[src/rtl/convolution_controller.sv]
// 3x3 convolution engine: AXI4-Lite-style register file, column-ordered pixel
// stream in, one multiply-accumulated window result per output pixel out.
module convolution_controller #(
    parameter int DATA_WIDTH = 32,
    parameter int ADDR_WIDTH = 10,
    parameter int KERNEL     = 3
) (
    input  logic                      axi_clk,
    input  logic                      axi_reset,
    input  logic                      s_axis_valid,
    input  logic [DATA_WIDTH-1:0]     s_axis_data,
    output logic                      s_axis_ready,
    input  logic                      s_axis_last,
    input  logic [DATA_WIDTH/8-1:0]   s_axis_keep,
    output logic                      m_axis_valid,
    output logic [DATA_WIDTH-1:0]     m_axis_data,
    input  logic                      m_axis_ready,
    output logic                      m_axis_last,
    output logic [DATA_WIDTH/8-1:0]   m_axis_keep,
    input  logic [ADDR_WIDTH-1:0]     s_axi_awaddr,
    input  logic                      s_axi_awvalid,
    output logic                      s_axi_awready,
    input  logic [DATA_WIDTH-1:0]     s_axi_wdata,
    input  logic                      s_axi_wvalid,
    output logic                      s_axi_wready,
    output logic                      s_axi_bvalid,
    input  logic                      s_axi_bready,
    input  logic [ADDR_WIDTH-1:0]     s_axi_araddr,
    input  logic                      s_axi_arvalid,
    output logic                      s_axi_arready,
    output logic [DATA_WIDTH-1:0]     s_axi_rdata,
    output logic                      s_axi_rvalid,
    input  logic                      s_axi_rready
);

    localparam int TAPS = KERNEL * KERNEL;
    localparam logic [ADDR_WIDTH-1:0] WIDTH_ADDR   = ADDR_WIDTH'(8'h00);
    localparam logic [ADDR_WIDTH-1:0] HEIGHT_ADDR  = ADDR_WIDTH'(8'h04);
    localparam logic [ADDR_WIDTH-1:0] CONTROL_ADDR = ADDR_WIDTH'(8'h08);
    localparam logic [ADDR_WIDTH-1:0] STATUS_ADDR  = ADDR_WIDTH'(8'h0C);
    localparam logic [ADDR_WIDTH-1:0] RESULT_ADDR  = ADDR_WIDTH'(8'h10);
    localparam int FILTER_BASE = 'h14;

    typedef enum logic [2:0] {IDLE, FILL, CALC, OUT, GAP} state_t;

    state_t state, next_state;

    logic [DATA_WIDTH-1:0] reg_width, reg_height, last_result;
    logic                  enable, frame_done;
    logic [DATA_WIDTH-1:0] filter [TAPS];
    logic [DATA_WIDTH-1:0] win [TAPS];
    logic [DATA_WIDTH-1:0] frame_w, frame_h, col, row, acc;
    logic [3:0]            need, tap;
    logic [DATA_WIDTH-1:0] read_value;
    logic                  wr_en, accept, frame_start, col_more, row_more, busy;

    // Stream sideband is not used: frame boundaries come from the counters.
    logic unused_inputs;
    assign unused_inputs = ^{s_axis_last, s_axis_keep};

    assign s_axi_awready = 1'b1;
    assign s_axi_wready  = 1'b1;
    assign s_axi_arready = 1'b1;

    assign wr_en       = s_axi_awvalid && s_axi_wvalid;
    assign accept      = s_axis_valid && s_axis_ready;
    assign frame_start = (state == IDLE) && enable &&
                         (reg_width >= DATA_WIDTH'(3)) && (reg_height >= DATA_WIDTH'(3));
    assign col_more    = col < (frame_w - DATA_WIDTH'(3));
    assign row_more    = row < (frame_h - DATA_WIDTH'(3));
    assign busy        = (state != IDLE);

    always_ff @(posedge axi_clk) begin
        if (axi_reset) state <= IDLE;
        else           state <= next_state;
    end

    always_comb begin
        next_state = state;
        case (state)
            IDLE: if (frame_start) next_state = FILL;
            FILL: if (accept && need == 4'd1) next_state = CALC;
            CALC: if (tap == 4'(TAPS - 1)) next_state = OUT;
            OUT:  if (m_axis_ready) next_state = GAP;
            GAP:  next_state = (col_more || row_more) ? FILL : IDLE;
            default: next_state = IDLE;
        endcase
    end

    always_comb begin
        s_axis_ready = 1'b0;
        m_axis_valid = 1'b0;
        m_axis_data  = '0;
        m_axis_last  = 1'b0;
        m_axis_keep  = '0;
        case (state)
            FILL: s_axis_ready = 1'b1;
            OUT: begin
                m_axis_valid = 1'b1;
                m_axis_data  = acc;
                m_axis_keep  = '1;
                m_axis_last  = (row == frame_h - DATA_WIDTH'(3)) &&
                               (col == frame_w - DATA_WIDTH'(3));
            end
            default: ;
        endcase
    end

    // Register file plus the window/accumulator datapath; frame_done is set
    // after the CONTROL-write clear so a coincident frame end is not lost.
    always_ff @(posedge axi_clk) begin
        if (axi_reset) begin
            reg_width   <= '0;
            reg_height  <= '0;
            enable      <= 1'b0;
            frame_done  <= 1'b0;
            last_result <= '0;
            frame_w     <= '0;
            frame_h     <= '0;
            col         <= '0;
            row         <= '0;
            acc         <= '0;
            need        <= '0;
            tap         <= '0;
            for (int i = 0; i < TAPS; i++) begin
                filter[i] <= '0;
                win[i]    <= '0;
            end
        end else begin
            if (wr_en) begin
                case (s_axi_awaddr)
                    WIDTH_ADDR:  reg_width  <= s_axi_wdata;
                    HEIGHT_ADDR: reg_height <= s_axi_wdata;
                    CONTROL_ADDR: begin
                        enable     <= s_axi_wdata[0];
                        frame_done <= 1'b0;
                    end
                    default: ;
                endcase
                for (int i = 0; i < TAPS; i++)
                    if (s_axi_awaddr == ADDR_WIDTH'(FILTER_BASE + 4 * i))
                        filter[i] <= s_axi_wdata;
            end
            case (state)
                IDLE: if (frame_start) begin
                    frame_w <= reg_width;
                    frame_h <= reg_height;
                    need    <= 4'(TAPS);
                    col     <= '0;
                    row     <= '0;
                end
                FILL: if (accept) begin
                    for (int k = 0; k < TAPS - 1; k++) win[k] <= win[k + 1];
                    win[TAPS-1] <= s_axis_data;
                    need        <= need - 4'd1;
                    if (need == 4'd1) begin
                        tap <= '0;
                        acc <= '0;
                    end
                end
                CALC: begin
                    acc <= acc + filter[tap] * win[tap];
                    tap <= tap + 4'd1;
                end
                OUT: if (m_axis_ready) last_result <= acc;
                GAP: begin
                    if (col_more) begin
                        col  <= col + DATA_WIDTH'(1);
                        need <= 4'(KERNEL);
                    end else if (row_more) begin
                        row  <= row + DATA_WIDTH'(1);
                        col  <= '0;
                        need <= 4'(TAPS);
                    end else begin
                        frame_done <= 1'b1;
                    end
                end
                default: ;
            endcase
        end
    end

    always_comb begin
        read_value = '0;
        case (s_axi_araddr)
            WIDTH_ADDR:   read_value = reg_width;
            HEIGHT_ADDR:  read_value = reg_height;
            CONTROL_ADDR: read_value = DATA_WIDTH'(enable);
            STATUS_ADDR:  read_value = DATA_WIDTH'({frame_done, busy});
            RESULT_ADDR:  read_value = last_result;
            default: ;
        endcase
        for (int i = 0; i < TAPS; i++)
            if (s_axi_araddr == ADDR_WIDTH'(FILTER_BASE + 4 * i))
                read_value = filter[i];
    end

    always_ff @(posedge axi_clk) begin
        if (axi_reset) begin
            s_axi_bvalid <= 1'b0;
            s_axi_rvalid <= 1'b0;
            s_axi_rdata  <= '0;
        end else begin
            if (wr_en)             s_axi_bvalid <= 1'b1;
            else if (s_axi_bready) s_axi_bvalid <= 1'b0;
            if (s_axi_arvalid) begin
                s_axi_rvalid <= 1'b1;
                s_axi_rdata  <= read_value;
            end else if (s_axi_rready) begin
                s_axi_rvalid <= 1'b0;
            end
        end
    end

endmodule

[config.mk]
export PLATFORM = sky130hd
export DESIGN_NAME = convolution_controller
export DESIGN_NICKNAME = d
export VERILOG_FILES = /design/src/rtl/convolution_controller.sv
export SDC_FILE = /design/constraint.sdc
export NUM_CORES = 2
export LEC_CHECK = 0
export ABC_AREA = 1
export CORE_ASPECT_RATIO = 1.2
export CORE_UTILIZATION = 35
export CTS_BUF_LIST = sky130_fd_sc_hd__clkbuf_4 sky130_fd_sc_hd__clkbuf_8 sky130_fd_sc_hd__clkbuf_16
export CTS_CLUSTER_DIAMETER = 30
export CTS_CLUSTER_SIZE = 24
export DETAILED_ROUTE_END_ITERATION = 8
export PLACE_DENSITY = 0.55
export SYNTH_ARGS = -nofsm -noshare
export SYNTH_HDL_FRONTEND = slang
export SYNTH_SLANG_ARGS = --single-unit
[constraint.sdc]
create_clock -name axi_clk -period 18.35 [get_ports axi_clk]
set_clock_uncertainty 0.05 [all_clocks]
set_input_delay 4.5875 -clock axi_clk [delete_from_list [all_inputs] [get_ports axi_clk]]
set_output_delay 4.5875 -clock axi_clk [all_outputs]
set_load 0.01 [all_outputs]
==> results.tsv <==
metric	value	unit
CTS resizes	0	
Data required, critical path	13.71	ns
final hold vios	0	
setup TNS	0	ns
area of the core	170000	um^2
pin count of the biggest net entering global routing	215	
library cells used by synthesis	54	
residual DRC count	0	
Initial Utilization	35.2	%
grt ovf	0	
minimum clock period	10.41	ns
#FFs+latches synth	883	
syn avg cell area	8.26	um^2
final net count	8110	
DR vias	48900	
slowest CP cell	clkdlybuf4s50_1	
RSZ-0062 raised after global routing	no	
DR pass1 iterations	6	
worst-path fanout max	3	
worst-case vdd ir drop	0.673	mV
Final setup viols	0	
Final Util	41.9	%
routed wire length	188000	um
Sink Count	883	
buffer count from post-CTS setup fixing	0	
port buffer count	165	
Placer Congestion	0.929	
maxcap violations	0	
commonest non-fill, non-tap cell in the layout	inv_1	
Layout area overhead	18.9	%
CP top delay family	simple AND/OR/NAND/NOR gates	
first-pass GRT wire length	289000	um
H-tree levels	4	
Slew Viols, Final	0	
fraction of layout cells with a size suffix above 1	7.51	%
vias in the first global route	48800	
Main synth FF type	edfxtp_1	
most frequent cells in the layout	inv_1, nand2_1, nor2_1	
initial DRC count	3914	
WP buf/inv	1	
CP max stage delay	0.58	ns
initial antenna violation count	3	
Post-synth ARST share	0	%
maximum operating frequency	96.1	MHz
post-DP HPWL	128000	um
Filler Cell Count	16900	
cts hold-fix bufs	0	
post-DR wirelength/cell	19.1	um
CTS Buffer Depth	3	
Crit path top cell by count	nor3_2	
vias per cell	4.98	
Cells after Synth	7262	
register area share after synthesis	39.1	%
CP cell instances	a21oi_2 > nand2_1 > nor3_2 > nand3_1 > nor3_2 > nand2_1 > nor3_2 > nand2_2 > nor3_2 > nand2_1 > nor3_2 > nand2_2 > nor3_2 > nand2_1 > nor3_2 > xnor2_1 > ha_1 > nand2_1 > nor3b_1 > nand3_1 > nor4_1 > nand4_1 > nor2_1 > clkdlybuf4s50_1	
worst slew pin tran	1.14	ns
Tcrit/Tclk final	56.7	%
Crit Path Category	flop to output pin	
total power	16400	uW
outcome	finished clean	
Data arrival, critical path	5.77	ns
CTS tree	yes	
type of origin of the critical path	flop	
Site Rows	166	
leakage	0.0326	uW
Synth Warn #	0	
Die Area	173000	um^2
Die Y	455	um
Hold Crit Class	flop to flop	
number of flops mapped to enable cells by yosys	576	
Syn Std Cell Area	60000	um^2
CP endpoint kind	output pin	
power per cell area	229	nW/um^2
Die Wd	380	um
root buffer cell	clkbuf_16	
total track usage	21.6	%
post-route ant nets	0	
Worst-path clk slew	0.04	ns
Max transition margin	24.1	%
latest clock arrival within the worst-skew pair	0.85	ns
Top Ports	174	
CTS Buf Count	209	
power breakdown:
part | leakage [uW] | switching (uW) | internal [uW]
sequential | 0.00820 | 74.6 | 2270
combinational | 0.0207 | 6240 | 3880
clock | 0.00371 | 1260 | 2640
logic make-up (layout without fill, tap and decap cells):
group | count (synthesis) | in the layout | share of synthesized area [%]
and+or+nand+nor | 2665 | 2665 | 18.3
buffers and inverters | 1862 | 2159 | 12.1
AOI/OAI and AO/OA | 1116 | 1116 | 10.3
DFF | 883 | 883 | 39.1
adders and majority gates | 634 | 634 | 18.7
xor gates and xnor gates | 101 | 101 | 1.47
other | 1 | 4 | 0.00625
stage by stage:
step                instances  hold WS [ns]  area (um^2)  setup WS [ns]
floorplan                7264         0.375        60000           6.20
CTS                      9829         0.416        71300           7.69
finish                   9830         0.412        71300           7.94
global placement         9435         0.401        63800           8.36
global route             9830         0.432        71300           7.41
detailed placement       9435         0.409        63800           8.32
final cells by class:
| class | instances | area [um^2] | area share, % |
|---|---|---|---|
| diodes | 1 | 2.50 | 0.00351 |
| clock buffers | 253 | 5710 | 8.00 |
| clock inverters | 141 | 1880 | 2.64 |
| inverters | 1507 | 5670 | 7.94 |
| multi-input cells | 4519 | 29400 | 41.2 |
| flip-flops and latches | 883 | 23500 | 32.9 |
| well taps | 2268 | 2840 | 3.98 |
| repair buffers | 258 | 2380 | 3.34 |
per-layer routing:
metal | global-route usage, % | routed length [um] | part of all wire [%] | vias up
met5 | 0 | 13 | 0.0069 | -
met4 | 10.1 | 8480 | 4.5 | 2
met3 | 3.17 | 11200 | 5.9 | 366
met2 | 36.1 | 89900 | 48 | 1570
met1 | 27.5 | 78600 | 42 | 23800
li1 | - | - | - | 23200
flip-flops by register name, summed over array words and instances (netlist names), 4 cells and up, named ones only:
| signal | cells |
|---|---|
| win | 288 |
| reg_height | 32 |
| filter | 288 |
| need | 4 |
| acc | 32 |
| col | 32 |
| frame_h | 32 |
| reg_width | 32 |
| last_result | 32 |
| tap | 4 |
| s_axi_rdata | 32 |
| row | 32 |
| frame_w | 32 |
worst paths after layout:
kind	startpoint	endpoint	slack, ns	depth (start not counted)
max reg2reg	flop	acc[31]$_SDFFE_PP0P_	8.22	37
min reg2reg	col[31]$_SDFFE_PP0P_	col[31]$_SDFFE_PP0P_	0.41	1
min	col[31]$_SDFFE_PP0P_	col[31]$_SDFFE_PP0P_	0.41	1
max	frame_w[1]$_SDFFE_PP0P_	m_axis_last	7.94	24
synth_stat cells (all sizes together), types with 2 or more instances:
library cell,count,share of area (%)
inv,1500,9.4
nand2,1460,9.2
nor2,667,4.2
edfxtp,576,29
o21ai,472,4.0
a21oi,453,3.8
fa,438,15
nand3,338,2.8
dfxtp,307,10
clkbuf,238,1.5
ha,196,4.1
buf,117,1.2
nor3,81,0.80
o211ai,81,1.0
xor2,78,1.1
nand4,54,0.56
a221oi,51,0.74
nor4,31,0.32
xnor2,23,0.34
a211oi,15,0.19
nand3b,14,0.18
or2,14,0.15
o2111ai,11,0.16
o221ai,9,0.13
a31oi,7,0.073
clkinv,7,0.044
o21bai,5,0.063
o21a,4,0.050
nor3b,3,0.038
a21o,2,0.025
No activity file was read; power rests on OpenSTA's default activity.
